$ cat src/rtl/instr_encoder.sv
// instr_encoder: streaming RV32I instruction word encoder.
// Two-stage pipeline. S1 registers a decoded request and checks its immediate.
// S2 packs legal requests into a 32-bit word and holds it for the downstream handshake.
// Illegal requests are dropped in S1 with a one-cycle error pulse and a sticky error code.
// o_addr counts output handshakes in steps of 4 bytes from BASE_ADDR.
module instr_encoder #(
  parameter logic [31:0] BASE_ADDR = 32'h0000_0000,
  parameter int unsigned ADDR_W    = 32
) (
  input  logic              i_clk,
  input  logic              i_reset,
  input  logic              i_clr,
  input  logic              i_valid,
  output logic              o_ready,
  input  logic [2:0]        i_fmt,
  input  logic [6:0]        i_opcode,
  input  logic [2:0]        i_funct3,
  input  logic [6:0]        i_funct7,
  input  logic [4:0]        i_rd,
  input  logic [4:0]        i_rs1,
  input  logic [4:0]        i_rs2,
  input  logic [31:0]       i_imm,
  output logic              o_valid,
  input  logic              i_ready,
  output logic [31:0]       o_instr,
  output logic [ADDR_W-1:0] o_addr,
  output logic              o_err,
  output logic [1:0]        o_err_code
);

  // Instruction format encodings carried on i_fmt
  localparam logic [2:0] FMT_R     = 3'd0;
  localparam logic [2:0] FMT_I     = 3'd1;
  localparam logic [2:0] FMT_SHIFT = 3'd2;
  localparam logic [2:0] FMT_S     = 3'd3;
  localparam logic [2:0] FMT_B     = 3'd4;
  localparam logic [2:0] FMT_U     = 3'd5;
  localparam logic [2:0] FMT_J     = 3'd6;

  // Error codes reported on o_err_code
  localparam logic [1:0] ERR_NONE  = 2'd0;
  localparam logic [1:0] ERR_RANGE = 2'd1;
  localparam logic [1:0] ERR_ALIGN = 2'd2;
  localparam logic [1:0] ERR_FMT   = 2'd3;

  localparam logic [ADDR_W-1:0] ADDR_BASE = ADDR_W'(BASE_ADDR);
  localparam logic [ADDR_W-1:0] ADDR_STEP = ADDR_W'(4);

  // S1 request register
  logic        s1_valid_reg;
  logic [2:0]  s1_fmt_reg;
  logic [6:0]  s1_opcode_reg;
  logic [2:0]  s1_funct3_reg;
  logic [6:0]  s1_funct7_reg;
  logic [4:0]  s1_rd_reg;
  logic [4:0]  s1_rs1_reg;
  logic [4:0]  s1_rs2_reg;
  logic [31:0] s1_imm_reg;

  // S2 output register and running address
  logic              s2_valid_reg;
  logic [31:0]       instr_reg;
  logic [ADDR_W-1:0] addr_reg;

  // Error pulse and sticky code
  logic       err_reg;
  logic [1:0] err_code_reg;

  // Pipeline control
  logic              s2_fire;
  logic              s1_room;
  logic              s1_adv;
  logic              accept;
  logic              load_s2;
  logic              drop;
  logic [1:0]        chk_code;
  logic [31:0]       packed_instr;
  logic signed [31:0] imm_s;

  assign imm_s = s1_imm_reg;

  // S2 is consumed this cycle, or S1 can move forward because S2 frees up
  assign s2_fire = s2_valid_reg & i_ready;
  assign s1_room = ~s2_valid_reg | i_ready;
  assign s1_adv  = s1_valid_reg & s1_room;
  assign o_ready = ~i_clr & (~s1_valid_reg | s1_room);
  assign accept  = i_valid & o_ready;
  assign load_s2 = s1_adv & (chk_code == ERR_NONE);
  assign drop    = s1_adv & (chk_code != ERR_NONE);

  // Immediate checks on the S1 request; the first failing check decides the code
  always_comb begin
    chk_code = ERR_NONE;
    case (s1_fmt_reg)
      FMT_R: begin
        chk_code = ERR_NONE;
      end
      FMT_I, FMT_S: begin
        if (imm_s < -32'sd2048 || imm_s > 32'sd2047) chk_code = ERR_RANGE;
      end
      FMT_SHIFT: begin
        if (s1_imm_reg[31:5] != 27'd0) chk_code = ERR_RANGE;
      end
      FMT_B: begin
        if (imm_s < -32'sd4096 || imm_s > 32'sd4094) chk_code = ERR_RANGE;
        else if (s1_imm_reg[0]) chk_code = ERR_ALIGN;
      end
      FMT_J: begin
        if (imm_s < -32'sd1048576 || imm_s > 32'sd1048574) chk_code = ERR_RANGE;
        else if (s1_imm_reg[0]) chk_code = ERR_ALIGN;
      end
      FMT_U: begin
        if (s1_imm_reg[11:0] != 12'd0) chk_code = ERR_ALIGN;
      end
      default: begin
        chk_code = ERR_FMT;
      end
    endcase
  end

  // Field packing; any field a format does not use stays zero
  always_comb begin
    packed_instr = 32'd0;
    case (s1_fmt_reg)
      FMT_R: begin
        packed_instr = {s1_funct7_reg, s1_rs2_reg, s1_rs1_reg, s1_funct3_reg,
                        s1_rd_reg, s1_opcode_reg};
      end
      FMT_I: begin
        packed_instr = {s1_imm_reg[11:0], s1_rs1_reg, s1_funct3_reg,
                        s1_rd_reg, s1_opcode_reg};
      end
      FMT_SHIFT: begin
        packed_instr = {s1_funct7_reg, s1_imm_reg[4:0], s1_rs1_reg, s1_funct3_reg,
                        s1_rd_reg, s1_opcode_reg};
      end
      FMT_S: begin
        packed_instr = {s1_imm_reg[11:5], s1_rs2_reg, s1_rs1_reg, s1_funct3_reg,
                        s1_imm_reg[4:0], s1_opcode_reg};
      end
      FMT_B: begin
        packed_instr = {s1_imm_reg[12], s1_imm_reg[10:5], s1_rs2_reg, s1_rs1_reg,
                        s1_funct3_reg, s1_imm_reg[4:1], s1_imm_reg[11], s1_opcode_reg};
      end
      FMT_U: begin
        packed_instr = {s1_imm_reg[31:12], s1_rd_reg, s1_opcode_reg};
      end
      FMT_J: begin
        packed_instr = {s1_imm_reg[20], s1_imm_reg[10:1], s1_imm_reg[11],
                        s1_imm_reg[19:12], s1_rd_reg, s1_opcode_reg};
      end
      default: begin
        packed_instr = 32'd0;
      end
    endcase
  end

  // S1 occupancy: fill on accept, empty when the request moves on or on flush
  always_ff @(posedge i_clk or negedge i_reset) begin
    if (!i_reset) begin
      s1_valid_reg <= 1'b0;
    end else if (i_clr) begin
      s1_valid_reg <= 1'b0;
    end else if (accept) begin
      s1_valid_reg <= 1'b1;
    end else if (s1_adv) begin
      s1_valid_reg <= 1'b0;
    end
  end

  // S1 request fields, captured on accept
  always_ff @(posedge i_clk or negedge i_reset) begin
    if (!i_reset) begin
      s1_fmt_reg    <= 3'd0;
      s1_opcode_reg <= 7'd0;
      s1_funct3_reg <= 3'd0;
      s1_funct7_reg <= 7'd0;
      s1_rd_reg     <= 5'd0;
      s1_rs1_reg    <= 5'd0;
      s1_rs2_reg    <= 5'd0;
      s1_imm_reg    <= 32'd0;
    end else if (accept) begin
      s1_fmt_reg    <= i_fmt;
      s1_opcode_reg <= i_opcode;
      s1_funct3_reg <= i_funct3;
      s1_funct7_reg <= i_funct7;
      s1_rd_reg     <= i_rd;
      s1_rs1_reg    <= i_rs1;
      s1_rs2_reg    <= i_rs2;
      s1_imm_reg    <= i_imm;
    end
  end

  // S2 output word: load legal requests, hold while stalled, empty on consume or flush
  always_ff @(posedge i_clk or negedge i_reset) begin
    if (!i_reset) begin
      s2_valid_reg <= 1'b0;
      instr_reg    <= 32'd0;
    end else if (i_clr) begin
      s2_valid_reg <= 1'b0;
    end else if (load_s2) begin
      s2_valid_reg <= 1'b1;
      instr_reg    <= packed_instr;
    end else if (s2_fire) begin
      s2_valid_reg <= 1'b0;
    end
  end

  // Running byte address; a flush reloads the base and suppresses the step
  always_ff @(posedge i_clk or negedge i_reset) begin
    if (!i_reset) begin
      addr_reg <= ADDR_BASE;
    end else if (i_clr) begin
      addr_reg <= ADDR_BASE;
    end else if (s2_fire) begin
      addr_reg <= addr_reg + ADDR_STEP;
    end
  end

  // Error pulse for a dropped request; the code is held until the next drop
  always_ff @(posedge i_clk or negedge i_reset) begin
    if (!i_reset) begin
      err_reg      <= 1'b0;
      err_code_reg <= ERR_NONE;
    end else if (i_clr) begin
      err_reg      <= 1'b0;
    end else begin
      err_reg <= drop;
      if (drop) err_code_reg <= chk_code;
    end
  end

  assign o_valid    = s2_valid_reg;
  assign o_instr    = instr_reg;
  assign o_addr     = addr_reg;
  assign o_err      = err_reg;
  assign o_err_code = err_code_reg;

endmodule
$ cat config.mk
export PLATFORM = sky130hd
export DESIGN_NAME = instr_encoder
export DESIGN_NICKNAME = d
export VERILOG_FILES = /design/src/rtl/instr_encoder.sv
export SDC_FILE = /design/constraint.sdc
export NUM_CORES = 1
export LEC_CHECK = 0
export CAP_MARGIN = 30
export CELL_PAD_IN_SITES_DETAIL_PLACEMENT = 0
export CELL_PAD_IN_SITES_GLOBAL_PLACEMENT = 1
export CORE_AREA = 5 5 126 128
export DETAILED_ROUTE_END_ITERATION = 16
export DIE_AREA = 0 0 131 133
export DONT_BUFFER_PORTS = 1
export GPL_TIMING_DRIVEN = 0
export PLACE_DENSITY_LB_ADDON = 0.1
export RECOVER_POWER = 100
export SLEW_MARGIN = 20
export SYNTH_ARGS = -nofsm -noshare
export SYNTH_HDL_FRONTEND = slang
export SYNTH_SLANG_ARGS = --single-unit
$ cat constraint.sdc
create_clock -name i_clk -period 2.3 [get_ports i_clk]
set_clock_uncertainty 0.05 [all_clocks]
set_input_delay 0.115 -clock i_clk [delete_from_list [all_inputs] [get_ports i_clk]]
set_output_delay 0.115 -clock i_clk [all_outputs]
set_load 0.1 [all_outputs]
Yosys cells after proc, flatten, opt, wreduce, memory -nomap -nowiden
Index checks and enable logic that the tools add are counted.
{ "classes": {"n_addsub": 1, "n_lt_le_gt_ge": 6, "bitwise_logic": 11, "reduce_logical": 14, "div": 0, "shift": 0, "n_eq_ne": 6, "mux": 17, "n_mul": 0} }
{ "op_table": {"columns": ["cell", "count"], "rows": [
  ["$pmux W32 S7", 1],
  ["$mux W32", 2],
  ["$add A32 B3 Y32 const B", 1],
  ["$gt A32 B12 Y1 const B", 1],
  ["$gt A32 B13 Y1 const B", 1],
  ["$gt A32 B21 Y1 const B", 1],
  ["$lt A32 B12 Y1 const B", 1],
  ["$lt A32 B13 Y1 const B", 1],
  ["$lt A32 B21 Y1 const B", 1],
  ["$reduce_bool A27 Y1", 1],
  ["$pmux W2 S6", 1],
  ["$reduce_bool A12 Y1", 1],
  ["$eq A3 B3 Y1 const B", 3],
  ["$mux W1", 9],
  ["$mux W2", 4],
  ["$and A1 B1 Y1", 6],
  ["$eq A3 B2 Y1 const B", 2],
  ["$reduce_bool A3 Y1", 2],
  ["$reduce_and A2 Y1", 2],
  ["$reduce_bool A2 Y1", 2],
  ["$eq A3 B1 Y1 const B", 1],
  ["$logic_not A3 Y1", 1],
  ["$logic_or A1 B1 Y1", 3],
  ["$not A1 Y1", 3],
  ["3 further kinds", 4]
]} }
{ "word_totals": {"latch_bits": 0, "in_bits": 72, "wordCells": 69, "regBits": 136, "mem_count": 0, "out_inout_bits": 69, "ram_bits": 0, "mem_bits_ro": 0} }

Logic depth before layout (Yosys ltp)
{ "logic_depth": {"depth_word": 8, "mapped_depth": 8, "ltp_nobuf": 6} }

Worst setup path before layout
OpenSTA, ideal clock, no wires.
{ "synth_timing": {"kind": "reg2reg", "start": "reg s2_valid_reg, in the netlist o_valid", "end": "reg s1_imm_reg[10], in the netlist imm_s[10]", "required_time_ns": 2.125, "t_arrival_ns": 3.680, "path_stages_with_launch": 7, "setup_ns": 0.125, "period_less_slack_ns": 3.855, "n_path_buf": 2, "setup_slack_ns": -1.555, "cell_sequence": "dfrtp_1 nor2b_1 a21oi_1 nand2_1 clkbuf_1 clkbuf_1 mux2_2"} }
{ "synth_via": {"elab_chain_len": 5} }
{ "synth_lines": {"columns": ["item", "line", "source"], "rows": [
  ["start, declared", "61", "logic s2_valid_reg;"],
  ["start signal, assigned", "197", "s2_valid_reg <= 1'b0;"],
  ["start signal, assigned", "200", "s2_valid_reg <= 1'b0;"],
  ["start signal, assigned", "202", "s2_valid_reg <= 1'b1;"],
  ["$not A1 Y1", "84", "assign s1_room = ~s2_valid_reg | i_ready;"],
  ["$or A1 B1 Y1", "84", null],
  ["$or A1 B1 Y1", "86", "assign o_ready = ~i_clr & (~s1_valid_reg | s1_room);"],
  ["$and A1 B1 Y1", "86", null],
  ["named net o_ready", "14", "output logic o_ready,"],
  ["$and A1 B1 Y1", "87", "assign accept = i_valid & o_ready;"],
  ["end signal, assigned", "190", "s1_imm_reg <= i_imm;"],
  ["end, declared", "58", "logic [31:0] s1_imm_reg;"]
]} }
The timed path passes the listed nets, and every way through them passes these cells.
A chain may end at the register's enable or synchronous reset.

Worst setup path in the final report
{ "layout_timing": {"start": "reg s1_imm_reg[6], in the netlist imm_s[6]", "end": "reg instr_reg[19], in the netlist o_instr[19]"} }
{ "layout_via": {"elab_chain_len": 7, "elab_cells_between_ends": 20, "cone_classes": "6 x order compare; 6 x mux; 1 x bitwise; 7 x reduce/logical"} }
{ "layout_lines": {"columns": ["item", "line", "source"], "rows": [
  ["$lt A32 B21 Y1, or another cell as far along", "109", "if (imm_s < -32'sd1048576 || imm_s > 32'sd1048574) chk_code = ERR_RANGE;"],
  ["$logic_or A1 B1 Y1, on equally long branches", "109, 105, 99", null],
  ["$mux W2, or another cell as far along", "109", null],
  ["$pmux W2 S6 (*)", "94", "case (s1_fmt_reg)"],
  ["$logic_not A2 Y1 (*)", "88", "assign load_s2 = s1_adv & (chk_code == ERR_NONE);"],
  ["$and A1 B1 Y1 (*)", "88", null],
  ["$reduce_and A2 Y1 (no source line) (*)", null, null],
  ["end signal, assigned", "203", "instr_reg <= packed_instr;"],
  ["end, declared", "62", "logic [31:0] instr_reg;"]
]} }
Mark *: on every way between the ends. The rest lies on a longest branch, timed or not.

==> key figures <==
Run status
  • Status: finished with violations
  • Failing checks: hold timing, setup timing

Synth
  • Yosys warns: 0
  • Synth top area share: 52.20%
  • Number of synthesized flops with an enable pin: 0
  • Post-synth ARST share: 100.0%
  • Post-Syn Area per Cell: 11.79 um2
  • Most common library cells after synthesis: dfrtp_1, mux2_2, nand2_1
  • Most frequent cell after synthesis: dfrtp_1
  • Primary FF master, synth: dfrtp_1
  • Synth unique cells: 53
  • Ranking of synthesized cells by area: dfrtp_1, mux2_2, mux2_4
  • Synth Cell Area: 6424 um2
  • Register area share after synthesis: 52.20%
  • Synth area leader: dfrtp_1
  • Flops & latches, synth: 134
  • Gate Count Post-Synth: 545

Finish
  • Share of layout cells above drive strength 1: 32.61%
  • Design area: 8807 um2
  • Area Growth Syn to Fin: 37.11%
  • ANT cells: 0
  • Final net count: 747
  • Fill cell count: 1186

Place
  • Post-DP HPWL: 12120 um
  • Setup Slack @ Placement: -0.5207 ns
  • Port bufs: 0
  • Cell area after placement: 6852 um2
  • Routability Congestion: 0.8623

STA
  • Setup ws final: -0.3288 ns
  • Hold WS: -0.6568 ns
  • Slew Limit Fails: 0
  • Min Tclk post-route: 2.629 ns
  • Worst-Margin Slew: 1.208 ns
  • Fin crit share: 114.3%
  • Fmax: 0.3804 GHz
  • RSZ-0062 raised after global routing: true
  • Final hold violation count: 134
  • Slew margin rel.: 19.44%
  • Final Setup Violations: 113

Global route
  • Global-route wire length before repair: 27570 um
  • Initial antenna violation count: 0
  • Largest net degree at the start of global routing: 135
  • Vias in the first global route: 4943
  • GRT Overall Usage: 20.54%
  • GR Overflow Total: 0

CTS
  • Worst-path clk slew: 0.06 ns
  • TritonCTS clock tree: done
  • CTS HTree Levels: 4
  • Skew-Pair Late Insertion Delay: 0.42 ns
  • Clock tree buffer depth: 2
  • Clk root buf: clkbuf_16
  • Hold_buf cts: 70
  • Cts bufs inserted: 17
  • # clock sinks: 134

Routing
  • First-pass DRT Iterations: 4
  • Initial DRC count: 180
  • Via-to-Cell Ratio: 5.384
  • Via count: 4711
  • ANT nets after route: 0
  • WL/cell: 20.92 um
  • DR DRC count: 0
  • Final WL: 18310 um

Critical path
  • Critical path class: reg2reg
  • R2r startpoint: imm_s[6]$_DFFE_PN0P_
  • WP data required: 2.54 ns
  • Endpoint class of the critical path: flip-flop
  • Startpoint types: flip-flop
  • Reg-to-reg slack, setup: -0.33 ns
  • Worst Path Arrival: 2.87 ns
  • Slowest cell on crit path: or4_4
  • R2r endpoint: o_instr[19]$_DFFE_PN0P_
  • CP Max Fanout: 5
  • Crit-path max cell delay: 0.55 ns
  • Cell Chain, Critical Path: or4_4 > nor4_4 > buf_4 > a21o_4 > o211ai_4 > nor4_4 > buf_4 > clkbuf_16 > mux2_4
  • Worst setup path startpoint: imm_s[6]$_DFFE_PN0P_
  • R2R cell count: 9

Floorplan
  • Die Wd: 131 um
  • Vert. Die Dim: 133 um
  • Die Footprint: 17420 um2
  • FP Rows: 45
  • Ports: 141
  • Starting Density: 43.55%
  • Area of the core: 14750 um2

Run
  • Max-capacitance violation count: 0

Power
  • IR drop worst, VDD: 0.0007768 V
  • Static leakage power: 3.782 nW
  • Power per Cell Area: 1085 nW/um2

Worst hold path
  • Hold Path Class: in2async
-- how the worst max path moves through the flow --
stage | to | cells after the start
5_1_grt | o_instr[19]$_DFFE_PN0P_ | 8
3_5_place_dp | o_instr[28]$_DFFE_PN0P_ | 7
2_1_floorplan | o_instr[10]$_DFFE_PN0P_ | 7
6_report | o_instr[19]$_DFFE_PN0P_ | 9
4_1_cts | o_instr[15]$_DFFE_PN0P_ | 8
3_3_place_gp | o_instr[28]$_DFFE_PN0P_ | 7
-- metrics by stage --
step                TNS (ns)  std cells  utilization (%)  total power [W]
floorplan             -4.123        546                -         0.006118
global placement      -28.54        734            46.23         0.006451
detailed placement    -29.99        736            46.45         0.006494
CTS                   -15.59        859            57.83         0.009554
global route          -29.08        875            59.70         0.009895
finish                -19.71        875            59.70         0.009558
-- placed cells by master (no fill, tap or decap), types with 4 or more instances in the layout --
master         Yosys  layout
a22o_1            12      12
or3_1              7       6
inv_1             16      14
nor4_1             7       6
buf_4              2      17
nor2_1            33      33
dfrtp_1          134     117
a21oi_1           23      20
dfrtp_4            0      12
nor2b_1           10      10
clkbuf_1          18      12
mux2i_1           17      17
clkbuf_8           0       6
a22oi_1            7       7
clkbuf_16          0      27
buf_6              3      11
nand2_1           34      31
xor2_1            17      16
nand3_1           10       9
xnor2_1            6       6
dfrtp_2            0       5
mux2_2            70      67
mux2_4            22      25
a211oi_1           8       7
buf_8              0       5
nand2b_1           5       5
dlygate4sd3_1      0      70
o21ai_0           19      17
nand4_1           19      19
nor3_1             6       4
buf_12             0       4
-- cell type report --
cell class,instances,area (um2),share of cell area (%)
tap,188,235.2,2.671
clock inverter,7,115.1,1.307
multi-input combinational,369,3029,34.39
inverter,16,62.56,0.7103
clock buffer,25,515.5,5.853
buffer,27,314.1,3.566
timing repair buffer,109,1131,12.84
sequential,134,3405,38.66
-- metal layers --
layer	global-route usage (%)	vias to the layer above	share of wire, %
met3	6.258	9	6.2
met5	0	-	0
met2	33.89	111	51
met1	26.28	2373	42
li1	-	2218	-
met4	5.086	0	0.63
-- worst max-delay path, delay by kind of cell, from the launching register on --
kind	cells	cell delay, ns
multiplexers	1	0.30
flip-flops	1	0.40
AND/OR/NAND/NOR	3	1.01
AO/OA/AOI/OAI	2	0.19
buffers and inverters	3	0.54
-- kinds of logic (layout without fill, tap and decap cells) --
| kind of cell | Yosys count | in the layout | synth area share (%) |
|---|---|---|---|
| AO/OA/AOI/OAI | 83 | 83 | 8.453 |
| multiplexers | 109 | 109 | 20.06 |
| AND/OR/NAND/NOR | 151 | 151 | 12.86 |
| XOR/XNOR | 23 | 23 | 3.136 |
| adder cells (fa/ha/maj) | 1 | 1 | 0.1947 |
| other | 1 | 2 | 0.05838 |
| buffers and inverters | 43 | 184 | 3.038 |
| flip-flops | 134 | 134 | 52.20 |
-- where the power goes --
group	switching, W	internal (W)
registers	0.00249	0.00276
logic	0.000576	0.000862
clock network	0.000993	0.00188
-- timing repair --
| item | 4_1_cts | 5_1_grt |
|---|---|---|
| endpoints found under the setup margin | 105 | 119 |
| setup buffers | 18 | 9 |
| gates cloned | 3 | 5 |
| gates resized for setup | 34 | 41 |
| endpoints found under the hold margin | 204 | 134 |
| pin swaps | 12 | 10 |
No activity file was read; power rests on OpenSTA's default activity.
